## config.mk

```make
export PLATFORM = sky130hd
export DESIGN_NAME = vpg_mode_sequencer
export DESIGN_NICKNAME = d
export VERILOG_FILES = /design/src/rtl/vpg_timing_pkg.sv /design/src/rtl/vpg_lock_sync.sv /design/src/rtl/vpg_mode_sequencer.sv
export SDC_FILE = /design/constraint.sdc
export NUM_CORES = 1
export LEC_CHECK = 0
export CORE_ASPECT_RATIO = 1.4
export CORE_MARGIN = 2
export CORE_UTILIZATION = 48
export CTS_CLUSTER_DIAMETER = 120
export CTS_CLUSTER_SIZE = 30
export DETAILED_ROUTE_END_ITERATION = 10
export PLACE_DENSITY = 0.79
export RECOVER_POWER = 50
export SETUP_SLACK_MARGIN = 0.4
export SLEW_MARGIN = 20
export SYNTH_ARGS = -nofsm -noshare
export SYNTH_HDL_FRONTEND = slang
export SYNTH_HIERARCHICAL = 1
export SYNTH_SLANG_ARGS = --single-unit
```

## constraint.sdc

```tcl
create_clock -name clk_50 -period 3.02 [get_ports clk_50]
set_clock_uncertainty 0.05 [all_clocks]
set_input_delay 0.302 -clock clk_50 [delete_from_list [all_inputs] [get_ports clk_50]]
set_output_delay 0.302 -clock clk_50 [all_outputs]
set_load 0.01 [all_outputs]
```

## src/rtl/vpg_timing_pkg.sv

```systemverilog
// vpg_timing_pkg: mode codes, timing record and per-mode constant table for
// the video pattern generator. All values are zero-based counter terminals.
package vpg_timing_pkg;

    localparam logic [3:0] MODE_800X600  = 4'd0;
    localparam logic [3:0] MODE_640X480  = 4'd1;
    localparam logic [3:0] MODE_1024X768 = 4'd2;
    localparam logic [3:0] MODE_1280X720 = 4'd3;

    typedef struct packed {
        logic [11:0] h_total;
        logic [11:0] h_sync;
        logic [11:0] h_start;
        logic [11:0] h_end;
        logic [11:0] v_total;
        logic [11:0] v_sync;
        logic [11:0] v_start;
        logic [11:0] v_end;
    } vpg_timing_t;

    // Unknown codes fall back to the 640x480 entry, which every monitor accepts.
    function automatic vpg_timing_t timing_lookup(input logic [3:0] mode);
        vpg_timing_t t;
        case (mode)
            MODE_800X600:  t = '{12'd1055, 12'd127, 12'd212, 12'd1012,
                                12'd627,  12'd3,   12'd26,  12'd626};
            MODE_1024X768: t = '{12'd1343, 12'd135, 12'd292, 12'd1316,
                                12'd805,  12'd5,   12'd34,  12'd802};
            MODE_1280X720: t = '{12'd1649, 12'd39,  12'd256, 12'd1536,
                                12'd749,  12'd4,   12'd24,  12'd744};
            default:       t = '{12'd799,  12'd95,  12'd141, 12'd781,
                                12'd524,  12'd1,   12'd34,  12'd514};
        endcase
        return t;
    endfunction

    function automatic int unsigned max3(input int unsigned a,
                                         input int unsigned b,
                                         input int unsigned c);
        int unsigned m;
        m = (a > b) ? a : b;
        return (m > c) ? m : c;
    endfunction

endpackage

```

## src/rtl/vpg_lock_sync.sv

```systemverilog
// vpg_lock_sync: 2-FF synchroniser for the asynchronous PLL lock plus a
// consecutive-lock counter; o_stable marks the LOCK_STABLE-th locked cycle.
module vpg_lock_sync #(
    parameter int unsigned LOCK_STABLE = 4096
) (
    input  logic i_clk,
    input  logic i_rst,
    input  logic i_lock_async,
    input  logic i_enable,
    output logic o_lock_sync,
    output logic o_stable
);

    localparam int unsigned     CW   = (LOCK_STABLE > 2) ? $clog2(LOCK_STABLE) : 1;
    localparam logic [CW-1:0]   LAST = CW'(LOCK_STABLE - 1);

    logic          r_meta;
    logic          r_sync;
    logic [CW-1:0] r_cnt;

    // Two-flop synchroniser for the lock input.
    always_ff @(posedge i_clk or posedge i_rst) begin
        if (i_rst) begin
            r_meta <= 1'b0;
            r_sync <= 1'b0;
        end else begin
            r_meta <= i_lock_async;
            r_sync <= r_meta;
        end
    end

    // Consecutive-lock counter: clears on lock loss or when disabled, saturates at LAST.
    always_ff @(posedge i_clk or posedge i_rst) begin
        if (i_rst) begin
            r_cnt <= '0;
        end else if (!i_enable || !r_sync) begin
            r_cnt <= '0;
        end else if (r_cnt != LAST) begin
            r_cnt <= r_cnt + 1'b1;
        end
    end

    assign o_lock_sync = r_sync;
    assign o_stable    = r_sync && (r_cnt == LAST);

endmodule

```

## src/rtl/vpg_mode_sequencer.sv

```systemverilog
// vpg_mode_sequencer: blanks the generator, reprograms the pixel PLL, waits
// for stable lock, loads the new mode's timings and releases the generator.
// Optional feature macro: VPG_LOCK_TIMEOUT_EN (WAIT_LOCK watchdog + lock_err).
module vpg_mode_sequencer #(
    parameter logic [3:0]  DEFAULT_MODE = 4'd0,
    parameter int unsigned BLANK_CYCLES = 16,
    parameter int unsigned UNLOCK_WAIT  = 1024,
    parameter int unsigned LOCK_STABLE  = 4096,
    parameter int unsigned LOCK_TIMEOUT = 2500000
) (
    input  logic        clk_50,
    input  logic        reset,
    input  logic [3:0]  mode_req,
    input  logic        mode_req_valid,
    output logic        mode_req_ready,
    input  logic        pll_locked,
    output logic [3:0]  pll_mode,
    output logic        pll_mode_change,
    output logic        gen_reset,
    output logic [11:0] h_total,
    output logic [11:0] h_sync,
    output logic [11:0] h_start,
    output logic [11:0] h_end,
    output logic [11:0] v_total,
    output logic [11:0] v_sync,
    output logic [11:0] v_start,
    output logic [11:0] v_end,
    output logic [3:0]  active_mode,
    output logic        lock_err
);
    import vpg_timing_pkg::*;

    localparam logic [1:0] ST_BLANK  = 2'd0;
    localparam logic [1:0] ST_RECONF = 2'd1;
    localparam logic [1:0] ST_WAIT   = 2'd2;
    localparam logic [1:0] ST_RUN    = 2'd3;

    localparam int unsigned   CNT_MAX      = max3(BLANK_CYCLES, UNLOCK_WAIT, LOCK_TIMEOUT);
    localparam int unsigned   CNT_W        = (CNT_MAX > 2) ? $clog2(CNT_MAX) : 1;
    localparam logic [CNT_W-1:0] BLANK_LAST  = CNT_W'(BLANK_CYCLES - 1);
    localparam logic [CNT_W-1:0] UNLOCK_LAST = CNT_W'(UNLOCK_WAIT - 1);

    logic [1:0]       r_state;
    logic [CNT_W-1:0] r_cnt;
    logic [3:0]       r_target;
    logic [3:0]       r_pll_mode;
    logic             r_pll_change;
    logic             r_gen_reset;
    logic [3:0]       r_active;
    vpg_timing_t      r_timing;

    logic             w_lock_sync;
    logic             w_stable;
    logic             w_accept;
    logic             w_wd_expire;

    vpg_lock_sync #(
        .LOCK_STABLE (LOCK_STABLE)
    ) u_lock_sync (
        .i_clk        (clk_50),
        .i_rst        (reset),
        .i_lock_async (pll_locked),
        .i_enable     (r_state == ST_WAIT),
        .o_lock_sync  (w_lock_sync),
        .o_stable     (w_stable)
    );

    assign w_accept = mode_req_valid && (r_state == ST_RUN);

`ifdef VPG_LOCK_TIMEOUT_EN
    localparam logic [CNT_W-1:0] TIMEOUT_LAST = CNT_W'(LOCK_TIMEOUT - 1);
    logic r_lock_err;

    // r_cnt doubles as the watchdog in WAIT_LOCK; it is zero on every entry.
    assign w_wd_expire = (r_state == ST_WAIT) && !w_stable && (r_cnt == TIMEOUT_LAST);

    // Sticky lock-timeout flag, cleared only by reset.
    always_ff @(posedge clk_50 or posedge reset) begin
        if (reset) begin
            r_lock_err <= 1'b0;
        end else if (w_wd_expire) begin
            r_lock_err <= 1'b1;
        end
    end

    assign lock_err = r_lock_err;
`else
    assign w_wd_expire = 1'b0;
    assign lock_err    = 1'b0;
`endif

    // Mode-change sequencer FSM with PLL handshake and timing registers.
    always_ff @(posedge clk_50 or posedge reset) begin
        if (reset) begin
            r_state      <= ST_BLANK;
            r_cnt        <= '0;
            r_target     <= DEFAULT_MODE;
            r_pll_mode   <= DEFAULT_MODE;
            r_pll_change <= 1'b0;
            r_gen_reset  <= 1'b1;
            r_active     <= DEFAULT_MODE;
            r_timing     <= timing_lookup(DEFAULT_MODE);
        end else begin
            r_pll_change <= 1'b0;
            case (r_state)
                ST_BLANK: begin
                    r_gen_reset <= 1'b1;
                    if (r_cnt == BLANK_LAST) begin
                        r_pll_mode   <= r_target;
                        r_pll_change <= 1'b1;
                        r_cnt        <= '0;
                        r_state      <= ST_RECONF;
                    end else begin
                        r_cnt <= r_cnt + 1'b1;
                    end
                end
                ST_RECONF: begin
                    if (r_cnt == UNLOCK_LAST) begin
                        r_cnt   <= '0;
                        r_state <= ST_WAIT;
                    end else begin
                        r_cnt <= r_cnt + 1'b1;
                    end
                end
                ST_WAIT: begin
                    if (w_stable) begin
                        r_timing <= timing_lookup(r_target);
                        r_active <= r_target;
                        r_cnt    <= '0;
                        r_state  <= ST_RUN;
                    end else if (w_wd_expire) begin
                        r_cnt   <= '0;
                        r_state <= ST_BLANK;
                    end else begin
`ifdef VPG_LOCK_TIMEOUT_EN
                        r_cnt <= r_cnt + 1'b1;
`else
                        r_cnt <= '0;
`endif
                    end
                end
                ST_RUN: begin
                    // Release lags the timing load by one cycle; a request beats lock loss.
                    r_gen_reset <= 1'b0;
                    if (w_accept && (mode_req != r_active)) begin
                        r_target    <= mode_req;
                        r_gen_reset <= 1'b1;
                        r_state     <= ST_BLANK;
                    end else if (!w_lock_sync) begin
                        r_gen_reset <= 1'b1;
                        r_state     <= ST_WAIT;
                    end
                end
                default: begin
                    r_state <= ST_BLANK;
                end
            endcase
        end
    end

    assign mode_req_ready  = (r_state == ST_RUN);
    assign pll_mode        = r_pll_mode;
    assign pll_mode_change = r_pll_change;
    assign gen_reset       = r_gen_reset;
    assign active_mode     = r_active;
    assign h_total         = r_timing.h_total;
    assign h_sync          = r_timing.h_sync;
    assign h_start         = r_timing.h_start;
    assign h_end           = r_timing.h_end;
    assign v_total         = r_timing.v_total;
    assign v_sync          = r_timing.v_sync;
    assign v_start         = r_timing.v_start;
    assign v_end           = r_timing.v_end;

endmodule

```

# Yosys cells after proc, flatten, opt, wreduce, memory -nomap -nowiden
# Cells that the tools add are included.
classes:
  add_sub_neg: 2
  multipliers: 0
  div_mod_pow: 0
  magnitude_cmp: 0
  eq_ne: 14
  shifts: 0
  mux: 17
  bitwise_logic: 0
  n_reduce_logical: 15
ops:
  columns: ["operator", "n"]
  rows:
  - ["95-bit case mux with 3 select lines", 1]
  - ["22-bit case mux with 3 select lines", 1]
  - ["22-bit 2-to-1 mux", 2]
  - ["12-bit 2-to-1 mux", 2]
  - ["22-bit by 1-bit adder with 22-bit output (second input constant)", 1]
  - ["22-bit by 10-bit == test with 1-bit output (second input constant)", 1]
  - ["22-bit by 4-bit == test with 1-bit output (second input constant)", 1]
  - ["12-bit by 1-bit adder with 12-bit output (second input constant)", 1]
  - ["12-bit == test (second input constant)", 1]
  - ["12-bit inequality test (second input constant)", 1]
  - ["2-bit 2-to-1 mux", 5]
  - ["4-bit by 2-bit == test with 1-bit output (second input constant)", 2]
  - ["2-bit case mux with 4 select lines", 1]
  - ["2-bit inequality test (second input constant)", 3]
  - ["2-bit AND reduction", 3]
  - ["2-bit == test (second input constant)", 2]
  - ["4-bit logical NOT", 1]
  - ["1-bit 2-to-1 mux", 4]
  - ["4-bit inequality test", 1]
  - ["4-bit AND reduction", 1]
  - ["2-bit nonzero test", 2]
  - ["1-bit logical AND", 3]
  - ["3-bit inequality test (second input constant)", 1]
  - ["3-bit nonzero test", 1]
  - ["5 further kinds", 6]
totals:
  regBits: 148
  latchBits: 0
  ramBits: 0
  mem_bits_ro: 0
  input_bits: 8
  out_inout_bits: 108
  elab_cells: 66
  memories: 0

# Depth between registers and ports, before layout
depth:
  ltp_word: 5
  ltp_mapped: 9
  ltp_nobuf: 8

# Cells and area by module
# Netlist, hierarchy kept.
modules_own_cells:
  columns: ["module", "instances", "cells_per_inst", "area_per_inst_um2", "seq_area_each_um2"]
  rows:
  - ["vpg_mode_sequencer", 1, 346, 3238.1, 1311.3]
  - ["vpg_lock_sync", 1, 78, 780.7, 350.3]

# Worst setup path after synthesis
# OpenSTA, ideal clock, no wires.
synth_timing:
  path_kind: "reg2reg"
  from: "register, netlist name r_cnt[6]"
  to: "register, netlist name r_cnt[11]"
  setup_time_ns: 0.119
  arrival_ns: 1.926
  t_required_ns: 2.851
  setup_slack_ns: 0.925
  stages_incl_launch_ff: 7
  path_buffers: 1
  synth_period_minus_slack_ns: 2.095
  cell_sequence: "dfrtp_1 > or4_1 > or4_4 > o21ba_4 > nor3_2 > buf_6 > nor2_1"

==> reports/results.ini <==
[die]
initial_utilization_pct=49.3
die-area_sq_mm=0.00913
die-height_um=112
fp.dieW_um=81.3
core_sq_mm=0.00815
row_count=39
boundaryPins=116

[clock_network]
cts_tree=done
insertion_delay_ns=0.33
cts_root_buf=clkbuf_16
ctsLongestPathBuffers=2
cts-buffers-inserted=9
cts.sinks=66
clkTransAtPathRegs_ns=0.05
h-tree-depth=3

[routing]
via_per_inst=5.27
drc_errors=0
first_iter_violations=173
vias=2960
routed_wl_um=7980
detail-route-antenna-nets=0
wl_per_cell_um=14.2
first_pass_iters=4

[timing]
slew_headroom_pct=38.1
min_period_ns=2.32
tns_ns=0
hold_viol_final=0
final_max_slew_viol_count=0
hold_ws_ns=0.318
finalSetupViolCount=0
rsz0062_at_grt=no
layout_setup_ws_ns=0.698
max_clock_freq_ghz=0.431
tightest_slew_ns=0.928
fin_crit_sh_pct=76.9

[global_routing]
grt_usage_pct=18.2
grt_pass1_vias=2727
grt_max_degree=25
grt_pass1_wl_um=12900
grt.overflow.total=0
antenna_found_initial=0

[setup_path]
r2r_slack_ns=0.70
r2r_start=r_cnt[6]
startpoint_type=register
max_stage_delay_ns=0.54
r2r_end=r_cnt[2]
crit_start=r_cnt[6]
end_kind=register
arrival_ns=2.46
worst-setup-path-type=register to register
reg2reg_depth=5
critPathMaxFanout=11
crit_chain=or4_1 -> or4_4 -> o21ba_4 -> nor3_4 -> nor3_1
cp_data_required_time_ns=3.16
endpoint=r_cnt[2]
slowest_stage=or4_1

[cells_and_area]
final_cell_area_sq_mm=0.00463
final_cell_count_no_fill=562
regArea_sq_mm=0.00166
area_growth_pct=15.3
multiInputGateArea_sq_mm=0.00174
n_antenna_cell=0
fin_nets=470
drive_above_1_share_pct=10.4
fill_cells=680
finish.utilization_pct=56.9

[logic_synthesis]
seq_area_frac_synth_pct=41.3
synth_edf_count=0
yosys_register_bits=66
async_flop_share_pct=100
syn_area_per_cell_sq_um=9.48
yosysWarnings=6
netlist_area_sq_mm=0.00402
synth_cell_types=57
synth_ff_type=dfrtp_1
syn_inst=424

[outcome]
status=finished, final reports clean

[place]
place_ws_ns=0.495
dpl_cell_area_sq_mm=0.00432
dp_cells=546
io_buffers=72
finalWeightedCongestion=0.803
dpl.hpwl_um=5870

[power]
leakagePower_nw=2.13
power.share.clock_pct=37.6
p_int_mw=1.89
p_sw_share_pct=32.1
p_sw_uw=896
power_density_mw_per_mm2=602
pwr-share-comb_pct=24.6
seqPwrFrac_pct=37.8
finalPower_mw=2.79
peakVddDrop_mv=0.397

[flow_run]
drv_cap=0

[worst_hold_path]
hp-class=register to register

==> what timing repair did <==
item | in CTS | in global routing
gates resized for setup | 0 | 2
setup endpoints to repair | 0 | 14
setup buffers | 0 | 0
hold buffers | 0 | 0
==> cells by family after synthesis <==
group / synth area share [%]
buffers and inverters: 19.4
DFF: 41.3
AOI/OAI and AO/OA: 10.5
muxes: 4.27
adders and majority gates: 2.18
other: 0.187
xor gates and xnor gates: 3.27
and+or+nand+nor: 18.9
==> layer usage <==
| metal | up-vias | share of wire, % | global-route usage (%) | routed length (um) |
|---|---|---|---|---|
| li1 | 1410 | - | - | - |
| met1 | 1422 | 41 | 21.6 | 3240 |
| met2 | 114 | 51 | 30.4 | 4080 |
| met3 | 14 | 6.2 | 4.34 | 492 |
| met4 | 0 | 2.1 | 8.93 | 164 |
| met5 | - | 0 | 0 | 0 |
==> synth_stat cells, types with 4 or more instances <==
cell      number  area, sq um
a21oi_1        7         35.0
a31oi_1        5         31.3
and2_1         4         25.0
and3_1         6         37.5
and4_1         5         43.8
buf_4         84          631
clkbuf_1       8         30.0
dfrtp_1       58         1450
dfstp_2        8          210
ha_1           7         87.6
inv_1         12         45.0
mux2_2         8         90.1
mux2i_1        7         70.1
nand2_1       50          188
nand3_1       12         60.1
nand4_1       10         62.6
nor2_1        23         86.3
nor3_1         7         35.0
nor4_1        10         62.6
o21ai_0       22          110
xor2_1        13          114
==> critical path: cells and delay by family, from the launching register on <==
| kind | cells | cell delay [ns] |
|---|---|---|
| and+or+nand+nor | 4 | 1.47 |
| DFF | 1 | 0.42 |
| AOI/OAI and AO/OA | 1 | 0.25 |
==> flip-flops by register name, summed over array words and instances, names as in the netlist <==
name	flops
active_mode	4
r_target	4
pll_mode_change	1
gen_reset	1
r_cnt	22
u_lock_sync/r_meta	1
pll_mode	4
u_lock_sync/r_cnt	12
h_sync	2
r_state	2
v_total	4
h_end	2
h_total	2
u_lock_sync/o_lock_sync	1
h_start	4
==> cells in the final DEF (no fill, tap or decap), types with 4 or more instances in the layout <==
master / Yosys / layout
clkbuf_16: 0 / 9
nand3_1: 12 / 12
nand2_1: 50 / 50
and2_1: 4 / 4
dfstp_2: 8 / 8
mux2i_1: 7 / 7
and4_1: 5 / 5
and3_1: 6 / 6
ha_1: 7 / 7
inv_1: 12 / 12
nor3_1: 7 / 6
nand4_1: 10 / 10
o21ai_0: 22 / 22
dlygate4sd3_1: 0 / 30
a21oi_1: 7 / 7
clkdlybuf4s50_1: 0 / 42
conb_1: 2 / 43
a31oi_1: 5 / 5
nor4_1: 10 / 10
mux2_2: 8 / 8
nor2_1: 23 / 23
dfrtp_1: 58 / 58
xor2_1: 13 / 13
==> how the worst min path moves through the flow <==
stage,to,start,depth (start not counted),slack [ns]
after CTS,r_cnt[0],reset,2,0.32
after global routing,u_lock_sync/o_lock_sync,u_lock_sync/r_meta,0,0.32
after floorplan,u_lock_sync/o_lock_sync,reset,1,0.14
final,u_lock_sync/o_lock_sync,u_lock_sync/r_meta,0,0.32
after global placement,u_lock_sync/o_lock_sync,u_lock_sync/r_meta,0,0.29
after detailed placement,u_lock_sync/o_lock_sync,u_lock_sync/r_meta,0,0.31
==> power by group through the flow <==
stage	Combinational [mW]	Clock, mW	Sequential, mW
global route	0.760	1.10	1.07
detailed placement	0.665	0	1.06
finish	0.685	1.05	1.05
floorplan	0.620	0	1.02
CTS	0.671	1.06	1.05
global placement	0.636	0	1.06
==> area by class of cell <==
class | instances | share of cell area, %
Tap cell | 102 | 2.75
Timing Repair Buffer | 77 | 16.2
Inverter | 12 | 0.972
Clock inverter | 4 | 1.08
Clock buffer | 12 | 5.54
Sequential cell | 66 | 35.9
Multi-Input combinational cell | 289 | 37.6
Note: power is estimated with default switching activity, not from simulation.
